**src/rtl/math_game_pkg.sv**
```systemverilog
// Shared types and constants for the math game round controller.
// Holds the FSM state encoding, LED bit positions and the operand-sum helper.
package math_game_pkg;

    localparam int unsigned OPERAND_W = 5;
    localparam int unsigned VALUE_W   = 8;
    localparam int unsigned LED_W     = 7;

    localparam int unsigned LED_SHOW_A  = 0;
    localparam int unsigned LED_SHOW_B  = 1;
    localparam int unsigned LED_WAIT    = 2;
    localparam int unsigned LED_OK      = 3;
    localparam int unsigned LED_BAD     = 4;
    localparam int unsigned LED_TIMEOUT = 5;
    localparam int unsigned LED_OVER    = 6;

    typedef enum logic [2:0] {
        StIdle,
        StLoadA,
        StLoadB,
        StShowA,
        StShowB,
        StWaitAns,
        StResult,
        StGameOver
    } state_e;

    // Two 5-bit operands always fit in 8 bits (max 62).
    function automatic logic [VALUE_W-1:0] sum_operands(input logic [OPERAND_W-1:0] a,
                                                        input logic [OPERAND_W-1:0] b);
        return VALUE_W'(a) + VALUE_W'(b);
    endfunction

endpackage

```
**src/rtl/rise_detect.sv**
```systemverilog
// Rising-edge detector: one history flop and an AND gate.
// The reset value of the history flop decides whether a level held through reset counts as an edge.
module rise_detect #(
    parameter logic RESET_VAL = 1'b1
) (
    input  logic clk,
    input  logic rst,
    input  logic sig_i,
    output logic rise_o
);

    logic prev_q;
    logic prev_d;

    assign prev_d = sig_i;

    always_ff @(posedge clk) begin
        if (rst) begin
            prev_q <= RESET_VAL;
        end else begin
            prev_q <= prev_d;
        end
    end

    assign rise_o = sig_i & ~prev_q;

endmodule

```
**src/rtl/math_round_ctrl.sv**
```systemverilog
// Round controller: samples two random operands, shows each, scores the player's sum,
// and after MAX_ROUNDS rounds shows the final score.
module math_round_ctrl
    import math_game_pkg::*;
#(
    parameter int unsigned SHOW_CYCLES   = 1000,
    parameter int unsigned ANSWER_CYCLES = 10000,
    parameter int unsigned RESULT_CYCLES = 1000,
    parameter int unsigned MAX_ROUNDS    = 10
) (
    input  logic                 clk,
    input  logic                 rst,
    input  logic [OPERAND_W-1:0] rnd_in,
    input  logic                 start,
    input  logic                 submit,
    input  logic [VALUE_W-1:0]   answer,
    output logic [VALUE_W-1:0]   display_value,
    output logic [LED_W-1:0]     led,
    output logic [VALUE_W-1:0]   score,
    output logic                 round_done,
    output logic                 correct
);

    localparam int unsigned MaxAB     = (SHOW_CYCLES > ANSWER_CYCLES) ? SHOW_CYCLES
                                                                      : ANSWER_CYCLES;
    localparam int unsigned MaxCycles = (MaxAB > RESULT_CYCLES) ? MaxAB : RESULT_CYCLES;
    localparam int unsigned TimerW    = (MaxCycles > 1) ? $clog2(MaxCycles) : 1;

    localparam logic [TimerW-1:0]  ShowLoad   = TimerW'(SHOW_CYCLES - 1);
    localparam logic [TimerW-1:0]  AnswerLoad = TimerW'(ANSWER_CYCLES - 1);
    localparam logic [TimerW-1:0]  ResultLoad = TimerW'(RESULT_CYCLES - 1);
    localparam logic [VALUE_W-1:0] LastRound  = VALUE_W'(MAX_ROUNDS);

    state_e               state_q, state_d;
    logic [TimerW-1:0]    timer_q, timer_d;
    logic [OPERAND_W-1:0] op_a_q, op_a_d;
    logic [OPERAND_W-1:0] op_b_q, op_b_d;
    logic [VALUE_W-1:0]   round_cnt_q, round_cnt_d;
    logic [VALUE_W-1:0]   score_q, score_d;
    logic [VALUE_W-1:0]   display_q, display_d;
    logic [LED_W-1:0]     led_q, led_d;
    logic                 round_done_q, round_done_d;
    logic                 correct_q, correct_d;

    logic                 start_rise;
    logic                 submit_rise;
    logic [VALUE_W-1:0]   expected;
    logic                 scored;
    logic                 verdict;
    logic                 timed_out;

    rise_detect #(
        .RESET_VAL (1'b1)
    ) u_start_rise (
        .clk    (clk),
        .rst    (rst),
        .sig_i  (start),
        .rise_o (start_rise)
    );

    rise_detect #(
        .RESET_VAL (1'b1)
    ) u_submit_rise (
        .clk    (clk),
        .rst    (rst),
        .sig_i  (submit),
        .rise_o (submit_rise)
    );

    assign expected = sum_operands(op_a_q, op_b_q);

    always_comb begin
        state_d      = state_q;
        timer_d      = timer_q;
        op_a_d       = op_a_q;
        op_b_d       = op_b_q;
        round_cnt_d  = round_cnt_q;
        score_d      = score_q;
        correct_d    = correct_q;
        round_done_d = 1'b0;
        scored       = 1'b0;
        verdict      = 1'b0;
        timed_out    = 1'b0;

        unique case (state_q)
            StIdle: begin
                if (start_rise) begin
                    state_d = StLoadA;
                end
            end
            StLoadA: begin
                op_a_d  = rnd_in;
                state_d = StLoadB;
            end
            StLoadB: begin
                op_b_d  = rnd_in;
                state_d = StShowA;
                timer_d = ShowLoad;
            end
            StShowA: begin
                if (timer_q == '0) begin
                    state_d = StShowB;
                    timer_d = ShowLoad;
                end else begin
                    timer_d = timer_q - 1'b1;
                end
            end
            StShowB: begin
                if (timer_q == '0) begin
                    state_d = StWaitAns;
                    timer_d = AnswerLoad;
                end else begin
                    timer_d = timer_q - 1'b1;
                end
            end
            StWaitAns: begin
                // Submit is tested first so it wins over expiry in the final cycle.
                if (submit_rise) begin
                    scored  = 1'b1;
                    verdict = (answer == expected);
                end else if (timer_q == '0) begin
                    scored    = 1'b1;
                    timed_out = 1'b1;
                end else begin
                    timer_d = timer_q - 1'b1;
                end
                if (scored) begin
                    state_d      = StResult;
                    timer_d      = ResultLoad;
                    round_done_d = 1'b1;
                    correct_d    = verdict;
                    round_cnt_d  = round_cnt_q + 1'b1;
                    if (verdict && (score_q != '1)) begin
                        score_d = score_q + 1'b1;
                    end
                end
            end
            StResult: begin
                if (timer_q == '0) begin
                    state_d = (round_cnt_q == LastRound) ? StGameOver : StLoadA;
                end else begin
                    timer_d = timer_q - 1'b1;
                end
            end
            StGameOver: begin
                if (start_rise) begin
                    score_d     = '0;
                    round_cnt_d = '0;
                    state_d     = StLoadA;
                end
            end
            default: begin
                state_d = StIdle;
            end
        endcase
    end

    // Outputs are decoded from the state being entered so they register on that edge.
    always_comb begin
        display_d = display_q;
        led_d     = '0;

        unique case (state_d)
            StIdle: begin
                display_d = '0;
            end
            StLoadA, StLoadB: begin
                display_d = display_q;
            end
            StShowA: begin
                display_d             = VALUE_W'(op_a_q);
                led_d[LED_SHOW_A]     = 1'b1;
            end
            StShowB: begin
                display_d             = VALUE_W'(op_b_q);
                led_d[LED_SHOW_B]     = 1'b1;
            end
            StWaitAns: begin
                display_d             = answer;
                led_d[LED_WAIT]       = 1'b1;
            end
            StResult: begin
                display_d = expected;
                if (scored) begin
                    led_d[LED_OK]      = verdict;
                    led_d[LED_BAD]     = ~verdict;
                    led_d[LED_TIMEOUT] = timed_out;
                end else begin
                    led_d = led_q;
                end
            end
            StGameOver: begin
                display_d             = score_d;
                led_d[LED_OVER]       = 1'b1;
            end
            default: begin
                display_d = '0;
            end
        endcase
    end

    always_ff @(posedge clk) begin
        if (rst) begin
            state_q      <= StIdle;
            timer_q      <= '0;
            op_a_q       <= '0;
            op_b_q       <= '0;
            round_cnt_q  <= '0;
            score_q      <= '0;
            display_q    <= '0;
            led_q        <= '0;
            round_done_q <= 1'b0;
            correct_q    <= 1'b0;
        end else begin
            state_q      <= state_d;
            timer_q      <= timer_d;
            op_a_q       <= op_a_d;
            op_b_q       <= op_b_d;
            round_cnt_q  <= round_cnt_d;
            score_q      <= score_d;
            display_q    <= display_d;
            led_q        <= led_d;
            round_done_q <= round_done_d;
            correct_q    <= correct_d;
        end
    end

    assign display_value = display_q;
    assign led           = led_q;
    assign score         = score_q;
    assign round_done    = round_done_q;
    assign correct       = correct_q;

endmodule

```
**config.mk**
```make
export PLATFORM = sky130hd
export DESIGN_NAME = math_round_ctrl
export DESIGN_NICKNAME = d
export VERILOG_FILES = /design/src/rtl/math_game_pkg.sv /design/src/rtl/rise_detect.sv /design/src/rtl/math_round_ctrl.sv
export SDC_FILE = /design/constraint.sdc
export NUM_CORES = 1
export LEC_CHECK = 0
export CAP_MARGIN = 10
export CORE_ASPECT_RATIO = 0.9
export CORE_MARGIN = 2
export CORE_UTILIZATION = 35
export DETAILED_ROUTE_END_ITERATION = 10
export GPL_ROUTABILITY_DRIVEN = 0
export SLEW_MARGIN = 20
export SYNTH_ARGS = -nofsm -noshare
export SYNTH_HDL_FRONTEND = slang
export SYNTH_SLANG_ARGS = --single-unit
export TNS_END_PERCENT = 10
```
**constraint.sdc**
```tcl
create_clock -name clk -period 3 [get_ports clk]
set_clock_uncertainty 0.1 [all_clocks]
set_input_delay 0.6 -clock clk [delete_from_list [all_inputs] [get_ports clk]]
set_output_delay 0.6 -clock clk [all_outputs]
set_load 0.05 [all_outputs]
```
==> metrics.txt, run 1 <==
status=complete, but fails checks; failing checks=design-rule violations; count of cell types in the netlist=69; largest net degree at the start of global routing=38; Cells after Synth=about 470; unrepaired setup endpoints after global routing=yes; DR vias=3,735; final worst path period share=0.964; Slowest-stage cell, CP=or4b_4; detailed-placement wirelength estimate=8300 um; final core utilization=0.468; max-slew violations=0; crit path max fanout=3; Final setup viols=0; Mapped Area=about 3700 um^2; area delta synth->final=29.1%; Tmin final=2.89 ns; Max Cap Viol=0; vias in the first global route=approximately 3,400; syn nets=between 500 and 600; Core Region=10,300 um^2; FFs w/ async S/R, synth=0; n_diodes=0; kind of critical path=in2reg; hold slack=0.354 ns; CTS max path bufs=2; Leak=0.00180 uW; largest cells by area after synthesis=dfxtp_1 33%, nor2_1 6.4%, nand2_1 5.2%; worst-path cell chain=clkdlybuf4s50_1, or4b_4, nor4_4, nand2_1, nor4_4, buf_4, nand4_1, or4_1, nand3_1; Placement Cell Area=4420 um^2; CP peak stage delay=0.54 ns; top_reg_cell synth=dfxtp_1; top-count cell post-synth=nor2_1; drc violations=1; cell area power density=977 nW/um^2; relative slew slack=0.478; number of synthesized flops with an enable pin=0; Worst EP arrival=around 3.1 ns; CTS root buf=clkbuf_16; WL/cell=16.6 um; DIE HEIGHT=102 um; drt first pass iters=8; Synth top area share=0.331; Reg clk slew, reported paths=0.06 ns; share of post-route cells with drive strength above 1=0.127; die width=113 um; Final Hold Vio Count=0; most used cell, CP=nor4_4; Critical Path RT=3.18 ns; Initial Util=0.362; Routed WL=11,000 um; Global Route Usage Sum=0.196; FILL cells=982; Final nets=560; Slew @ Worst Pin=between 0.7 and 0.8 ns; number of H-tree levels=3; Mapped Avg Cell Area=7.92 um^2; Seq cells post-synth=62; Max VDD drop=0.444 mV; CTS tree=done; Synth top cells by count=64 x nor2_1, 62 x dfxtp_1, 52 x nand2_1; antenna viol nets, final=0; sequential fraction of the synthesis area=0.331; CP Capture Type=flip-flop; Port Buffers=41; io pins=42; TritonCTS buffer count=9; fin area=4830 um^2; f_max=346 MHz; FP Rows=35; Clk Latency, worst-skew pair=0.33 ns; Starting DRT DRC Count=between 200 and 250; crit path launch type=input pin; total global routing overflow=0; area leader, netlist=dfxtp_1; Sink Count=62; Hold Buf Count CTS=0; vias per cell=5.62; antenna violations before repair=0; Hold WC Path Type=reg2reg; first-pass GRT wire length=17,800 um; Die Area=roughly 12,000 um^2; setup TNS=0 ns; YS warnings=0
[cell families after synthesis]
kind of cell	count (synthesis)	share of synthesized area
mux	10	0.0274
xor+xnor	15	0.0464
buf+inv	31	0.0327
simple gates	213	0.294
compound gates	130	0.226
flops	62	0.331
fa+ha+maj	12	0.0421
[power by group]
group | total [uW] | switching, uW | internal [uW]
combinational | 2290 | 1420 | 879
clock | 1300 | 402 | 899
sequential | 1130 | 182 | 943
total | 4720 | 2000 | 2720
[final timing paths]
| check | from | end | slack (ns) | depth (start not counted) |
|---|---|---|---|---|
| setup / recovery | answer[7] | score[7]$_SDFF_PP0_ | 0.11 | 9 |
| hold / removal | correct$_SDFFE_PP0P_ | correct$_SDFFE_PP0P_ | 0.35 | 2 |
| setup reg to reg | op_a_q[1]$_SDFFE_PP0N_ | score[7]$_SDFF_PP0_ | 0.14 | 9 |
| hold reg to reg | correct$_SDFFE_PP0P_ | correct$_SDFFE_PP0P_ | 0.35 | 2 |
[layer usage]
metal | track usage | up-vias | routed length (um)
met2 | 0.301 | 114 | 4930
li1 | - | 1847 | -
met1 | 0.272 | 1761 | 5180
met3 | 0.0451 | 13 | 713
met5 | 0 | - | 0
met4 | 0.0704 | 0 | 194
[stage by stage]
| stage | instances | total power (uW) | worst slack (ns) |
|---|---|---|---|
| 6_report | 665 | 4720 | 0.107 |
| 5_1_grt | 665 | 5040 | -0.00799 |
| 4_1_cts | 663 | 4700 | 0.00459 |
| 3_5_place_dp | 647 | 3380 | -0.109 |
| 3_3_place_gp | 647 | 3340 | -0.0738 |
| 2_1_floorplan | 473 | 2660 | 0.255 |
[worst max-delay path: cells and delay by family]
kind,cells,cell delay (ns)
simple gates,7,1.86
buf+inv,2,0.61
[flip-flops by register name (all words and copies together) (netlist names)]
name / cells
score: 8
round_cnt_q: 8
led: 7
round_done: 1
timer_q: 14
op_b_q: 5
correct: 1
u_submit_rise.prev_q: 1
u_start_rise.prev_q: 1
op_a_q: 5
display_value: 8
state_q: 3
[repair_timing]
item                                    4_1_cts  5_1_grt
endpoints found under the setup margin        5       12
pin swaps                                     0        2
gates resized for setup                       1        6
setup buffers                                 0        2
[layout make-up]
cell class | instances | area (um^2) | share of cell area
sequential | 62 | 1240 | 0.257
timing repair buffer | 70 | 623 | 0.129
inverter | 8 | 30.0 | 0.00621
multi-input combinational | 380 | 2410 | 0.498
clock buffer | 9 | 225 | 0.0466
tap | 129 | 161 | 0.0334
clock inverter | 7 | 145 | 0.0300
[cells in the final DEF (no fill, tap or decap), types with 5 or more instances in the layout]
cell | synthesis | routed
nor2_1 | 64 | 64
dfxtp_1 | 62 | 62
nand2_1 | 52 | 52
clkdlybuf4s50_1 | 0 | 40
a21oi_1 | 35 | 34
o21ai_0 | 31 | 31
buf_4 | 1 | 29
nor3_1 | 15 | 15
nand3_1 | 14 | 14
nand2b_1 | 11 | 11
ha_1 | 11 | 11
clkbuf_16 | 0 | 9
inv_1 | 8 | 8
xor2_1 | 8 | 8
mux2i_1 | 8 | 8
a31oi_1 | 8 | 8
or3_1 | 6 | 6
nand4_1 | 6 | 6
a21o_1 | 6 | 6
nor2b_1 | 6 | 6
a222oi_1 | 5 | 5
(Power assumes the default switching activity.)
==> run 2, diff against run 1 <==
SETUP_SLACK_MARGIN = 0.5   (was not set)
clock period = 2.63 ns   (was 3 ns; I/O delays follow)
==> metrics.txt, run 2 (synthesis gave the netlist of run 1 again) <==
status=complete, but fails checks; failing checks=design-rule violations, negative setup slack; Switching Share=0.436; Final setup viols=3; fin cells=between 600 and 700; Storage cell area=~1300 um^2; Worst EP arrival=2.90 ns; Leak=0.00225 uW; kind of critical path=reg2reg; Comb pwr share=0.589; max FFs per register=14; max-slew violations=0; share of post-route cells with drive strength above 1=0.289; CTS max path bufs=2; GR Util met2=0.327; met1 GRT Util=0.286; Max Cap Viol=0; Routed WL=around 12,000 um; first-pass GRT wire length=19,000 um; drc violations=3; met3 Resource Use GR=0.0498; Sink Count=a little over 60; vias per cell=5.68; Max VDD drop=approximately 0.46 mV; Critical Path RT=2.80 ns; worst reg2reg path depth=10; largest net degree at the start of global routing=37; number of H-tree levels=3; Worst Setup SP=op_a_q[0]$_SDFFE_PP0N_; Initial Util=0.362; commonest non-fill, non-tap cell in the layout=nor2_1; Hold Buf Count CTS=0; crit path launch type=flip-flop; relative slew slack=0.494; Reg clk slew, reported paths=approximately 0.06 ns; Internal=3400 uW; FILL cells=973; multi-input logic area=2770 um^2; reg-to-reg startpoint=op_a_q[0]$_SDFFE_PP0N_; PnR worst setup slack=-0.101 ns; WL/cell=between 15 and 20 um; sw power=around 2600 uW; final worst path period share=1.04; antenna violations before repair=0; unrepaired setup endpoints after global routing=yes; Final Hold Vio Count=0; busiest grt layer=met2; Min-Delay Startpoint=led[6]$_SDFFE_PP0P_; Tmin final=2.73 ns; DR vias=around 4,000; register share of total power=0.207; detailed-placement wirelength estimate=8370 um; Placed Cells incl. Taps=679; area delta synth->final=45.5%; cell area power density=1110 nW/um^2; crit path max fanout=4; Clk Latency, worst-skew pair=0.33 ns; Die Area=11,500 um^2; die width=113 um; TritonCTS buffer count=9; Global Route Usage Sum=0.208; total global routing overflow=0; most frequent cells in the layout=62 x nor2_1, 53 x dfxtp_1, 53 x buf_4; io pins=42; f_max=around 370 MHz; Starting DRT DRC Count=296; hold slack=0.380 ns; Hold WC Path Type=reg2reg; vias in the first global route=3,768; antenna viol nets, final=0; Port Buffers=41; n_diodes=0; CP Capture Type=flip-flop; clock share of power=0.204; Top reg by flops=timer_q; WHS Path Cells=2; DIE HEIGHT=102 um; FP Rows=35; CTS tree=done; Final nets=between 500 and 600; Slew @ Worst Pin=0.759 ns; drt first pass iters=8; Core Region=a little over 10,000 um^2; CTS root buf=clkbuf_16
==> run 2: cell types whose count changed in the layout (fill, tap and decap cells not counted), sizes merged <==
cell / before / now
bufinv: 4 / 1
clkbuf: 9 / 11
dlygate4sd2: 0 / 14
inv: 9 / 8
clkinvlp: 1 / 3
dlymetal6s2s: 0 / 9
clkdlybuf4s50: 40 / 17
buf: 30 / 64
==> run 2: power groups by stage <==
stage	clock network, uW	registers (uW)	logic, uW
2_1_floorplan	0	1260	1780
3_3_place_gp	0	1230	2850
3_5_place_dp	0	1230	2870
4_1_cts	1250	1230	3290
5_1_grt	1300	1260	3880
6_report	1230	1250	3560
==> run 2: cell type report <==
class                           count  share of cell area
Multi-Input combinational cell    380               0.508
Sequential cell                    62               0.230
Timing Repair Buffer              104               0.169
Clock buffer                       11              0.0464
Tap cell                          129              0.0296
Clock inverter                      5              0.0106
Inverter                            8             0.00597
==> run 2: worst max-delay path, stage by stage (launching register included) <==
cell     delay, ns
dfxtp_2       0.34
ha_4          0.16
fa_2          0.33
a21o_1        0.18
a21oi_2       0.19
xnor3_2       0.32
nor4_4        0.24
buf_4         0.18
nand4_1       0.10
or4_1         0.42
nand3_1       0.10
==> run 2: final timing paths <==
kind / endpoint / slack (ns)
max reg2reg: score[7]$_SDFF_PP0_ / -0.10
min reg2reg: led[6]$_SDFFE_PP0P_ / 0.38
min: led[6]$_SDFFE_PP0P_ / 0.38
max: score[7]$_SDFF_PP0_ / -0.10
==> run 2: timing repair <==
| action | in CTS | in global routing |
|---|---|---|
| endpoints found under the setup margin | 62 | 55 |
| pin swaps | 40 | 41 |
| setup buffers | 2 | 2 |
| gates resized for setup | 84 | 47 |
==> run 2: stage by stage <==
| step | total power, uW | utilization | setup TNS, ns | cell area, um^2 | setup WS (ns) |
|---|---|---|---|---|---|
| after floorplan | 3040 | - | 0 | 3770 | 0.0566 |
| after global placement | 4080 | 0.453 | -5.51 | 4680 | -0.470 |
| after detailed placement | 4100 | 0.453 | -6.45 | 4680 | -0.518 |
| after CTS | 5770 | 0.509 | -0.107 | 5260 | -0.0598 |
| after global routing | 6440 | 0.527 | -1.49 | 5450 | -0.214 |
| final | 6030 | 0.527 | -0.159 | 5450 | -0.101 |
==> run 2: layer usage <==
metal / share of wire / vias up
li1: - / 1914
met1: 0.47 / 1909
met2: 0.46 / 132
met3: 0.059 / 14
met4: 0.012 / 0
met5: 0 / -
==> run 3, diff against run 2 <==
CELL_PAD_IN_SITES_DETAIL_PLACEMENT = 1   (was not set)
CELL_PAD_IN_SITES_GLOBAL_PLACEMENT = 2   (was not set)
CORE_ASPECT_RATIO = 0.6   (was 0.9)
CORE_UTILIZATION = 30   (was 35)
CTS_BUF_LIST = sky130_fd_sc_hd__clkbuf_4 sky130_fd_sc_hd__clkbuf_8 sky130_fd_sc_hd__clkbuf_16   (was not set)
PLACE_DENSITY_LB_ADDON = 0.1   (was not set)
==> metrics.txt, run 3 (synthesis gave the netlist of run 1 again) <==
crit path max fanout=8; Clk Latency, worst-skew pair=0.34 ns; drt first pass iters=4; Hold WC Path Type=reg2reg; CTS root buf=clkbuf_16; f_max=364 MHz; Final setup viols=10; Max VDD drop=0.515 mV; Die Area=between 10,000 and 15,000 um^2; Switching Share=0.455; Routed WL=15,700 um; max-slew violations=0; Slew @ Worst Pin=between 0.6 and 0.7 ns; Sink Count=62; DIE HEIGHT=90.6 um; Top reg by flops=timer_q; total global routing overflow=0; failing checks=negative setup slack; n_diodes=0; vias per cell=5.40; relative slew slack=0.584; Worst Path Buf+Inv=2; FP Rows=31; Internal=~3600 uW; worst-path cell chain=ha_4, fa_2, buf_4, xor3_1, nor4_4, nand2_1, nor4_4, buf_6, nand4_1, or4_1, nand3_1; antenna viol nets, final=0; CP Capture Type=flip-flop; detailed-placement wirelength estimate=between 10,000 and 15,000 um; Comb pwr share=0.644; cell area power density=1150 nW/um^2; unrepaired setup endpoints after global routing=yes; share of post-route cells with drive strength above 1=0.329; status=complete, but fails checks; Place WS=-0.573 ns; WL/cell=20.5 um; busiest grt layer=met1; largest net degree at the start of global routing=33; crit-path leading delay family=simple AND/OR/NAND/NOR gates; die width=148 um; Critical Path RT=~2.8 ns; commonest non-fill, non-tap cell in the layout=buf_4; clock share of power=0.171; io pins=42; Max Cap Viol=0; CTS max path bufs=2; Reg clk slew, reported paths=0.06 ns; area delta synth->final=53.3%; crit path launch type=flip-flop; Leak=around 0.0025 uW; Global Route Usage Sum=0.241; drc violations=0; met1 GRT Util=0.370; GR Util met2=0.339; vias in the first global route=4,275; Initial Util=0.310; Placement Cell Area=approximately 4900 um^2; Tmin final=approximately 2.7 ns; max FFs per register=14; antenna violations before repair=1; Final Hold Vio Count=0; kind of critical path=reg2reg; TritonCTS buffer count=9; first-pass GRT wire length=24,900 um; Final nets=625; most used cell, CP=nor4_4; Core Region=12,100 um^2; Starting DRT DRC Count=a little under 300; Port Buffers=41; PnR worst setup slack=-0.118 ns; most frequent cells in the layout=83 x buf_4, 63 x nor2_1, 58 x dfxtp_1; final worst path period share=1.04; met3 Resource Use GR=0.0596; DR vias=4,136; fin area=5740 um^2; register share of total power=0.185; Slowest-stage cell, CP=or4_1; Worst EP arrival=roughly 2.9 ns; CP peak stage delay=0.42 ns; sw power=3010 uW; number of H-tree levels=3; CTS tree=done
-- run 3: cell count changes in the layout (fill, tap and decap cells not counted), moves of 3 or more --
cell     change
o21ai_2      +3
dfxtp_1      +5
nand2_1      -5
buf_4       +30
nand2_4      +3
dfxtp_2      -4
-- run 3: layer usage --
layer	vias to the layer above	share of wire
met5	-	0.00083
met4	2	0.010
met3	17	0.066
met2	83	0.41
met1	2052	0.51
li1	1982	-
-- run 3: per-stage QoR --
step           TNS (ns)  hold WS, ns  power (uW)  utilization  std cells
2_1_floorplan         0        0.370        3040            -        473
3_3_place_gp      -7.59        0.346        4400        0.409        744
3_5_place_dp      -8.70        0.354        4460        0.409        744
4_1_cts          -0.267        0.362        6080        0.453        762
5_1_grt           -1.81        0.394        7090        0.474        766
6_report         -0.467        0.359        6630        0.474        766
-- run 3: path summary, 6_finish.rpt --
kind / from / endpoint / slack [ns] / cells past startpoint
worst max register to register: op_b_q[0]$_SDFFE_PP0P_ / score[7]$_SDFF_PP0_ / -0.12 / 11
worst min-delay path: correct$_SDFFE_PP0P_ / correct$_SDFFE_PP0P_ / 0.36 / 2
worst max-delay path: op_b_q[0]$_SDFFE_PP0P_ / score[7]$_SDFF_PP0_ / -0.12 / 11
worst min register to register: correct$_SDFFE_PP0P_ / correct$_SDFFE_PP0P_ / 0.36 / 2
-- run 3: power by group through the flow --
stage / clock network, uW / registers [uW] / logic (uW)
2_1_floorplan: 0 / 1260 / 1780
3_3_place_gp: 0 / 1220 / 3190
3_5_place_dp: 0 / 1220 / 3240
4_1_cts: 1150 / 1220 / 3720
5_1_grt: 1210 / 1240 / 4640
6_report: 1130 / 1220 / 4270
-- run 3: cell type report --
class / instances / area, um^2
Fill cell: 1440 / 6360
Multi-Input combinational cell: 380 / 2810
Sequential cell: 62 / 1250
Timing Repair Buffer: 135 / 1180
Clock buffer: 9 / 225
Tap cell: 165 / 206
Clock inverter: 7 / 48.8
Inverter: 8 / 30.0
-- run 3: what timing repair did --
action	in CTS	in global routing
endpoints found under the setup margin	69	59
gates resized for setup	81	57
hold endpoints to repair	0	0
hold buffers	0	0
pin swaps	53	58
setup buffers	2	4
-- run 3: tightest hold or removal path: cells and delay by family, from the launching register on --
| family | cells | cell delay [ns] |
|---|---|---|
| and+or+nand+nor | 1 | 0.05 |
| DFF | 1 | 0.30 |
| AOI/OAI and AO/OA | 1 | 0.06 |
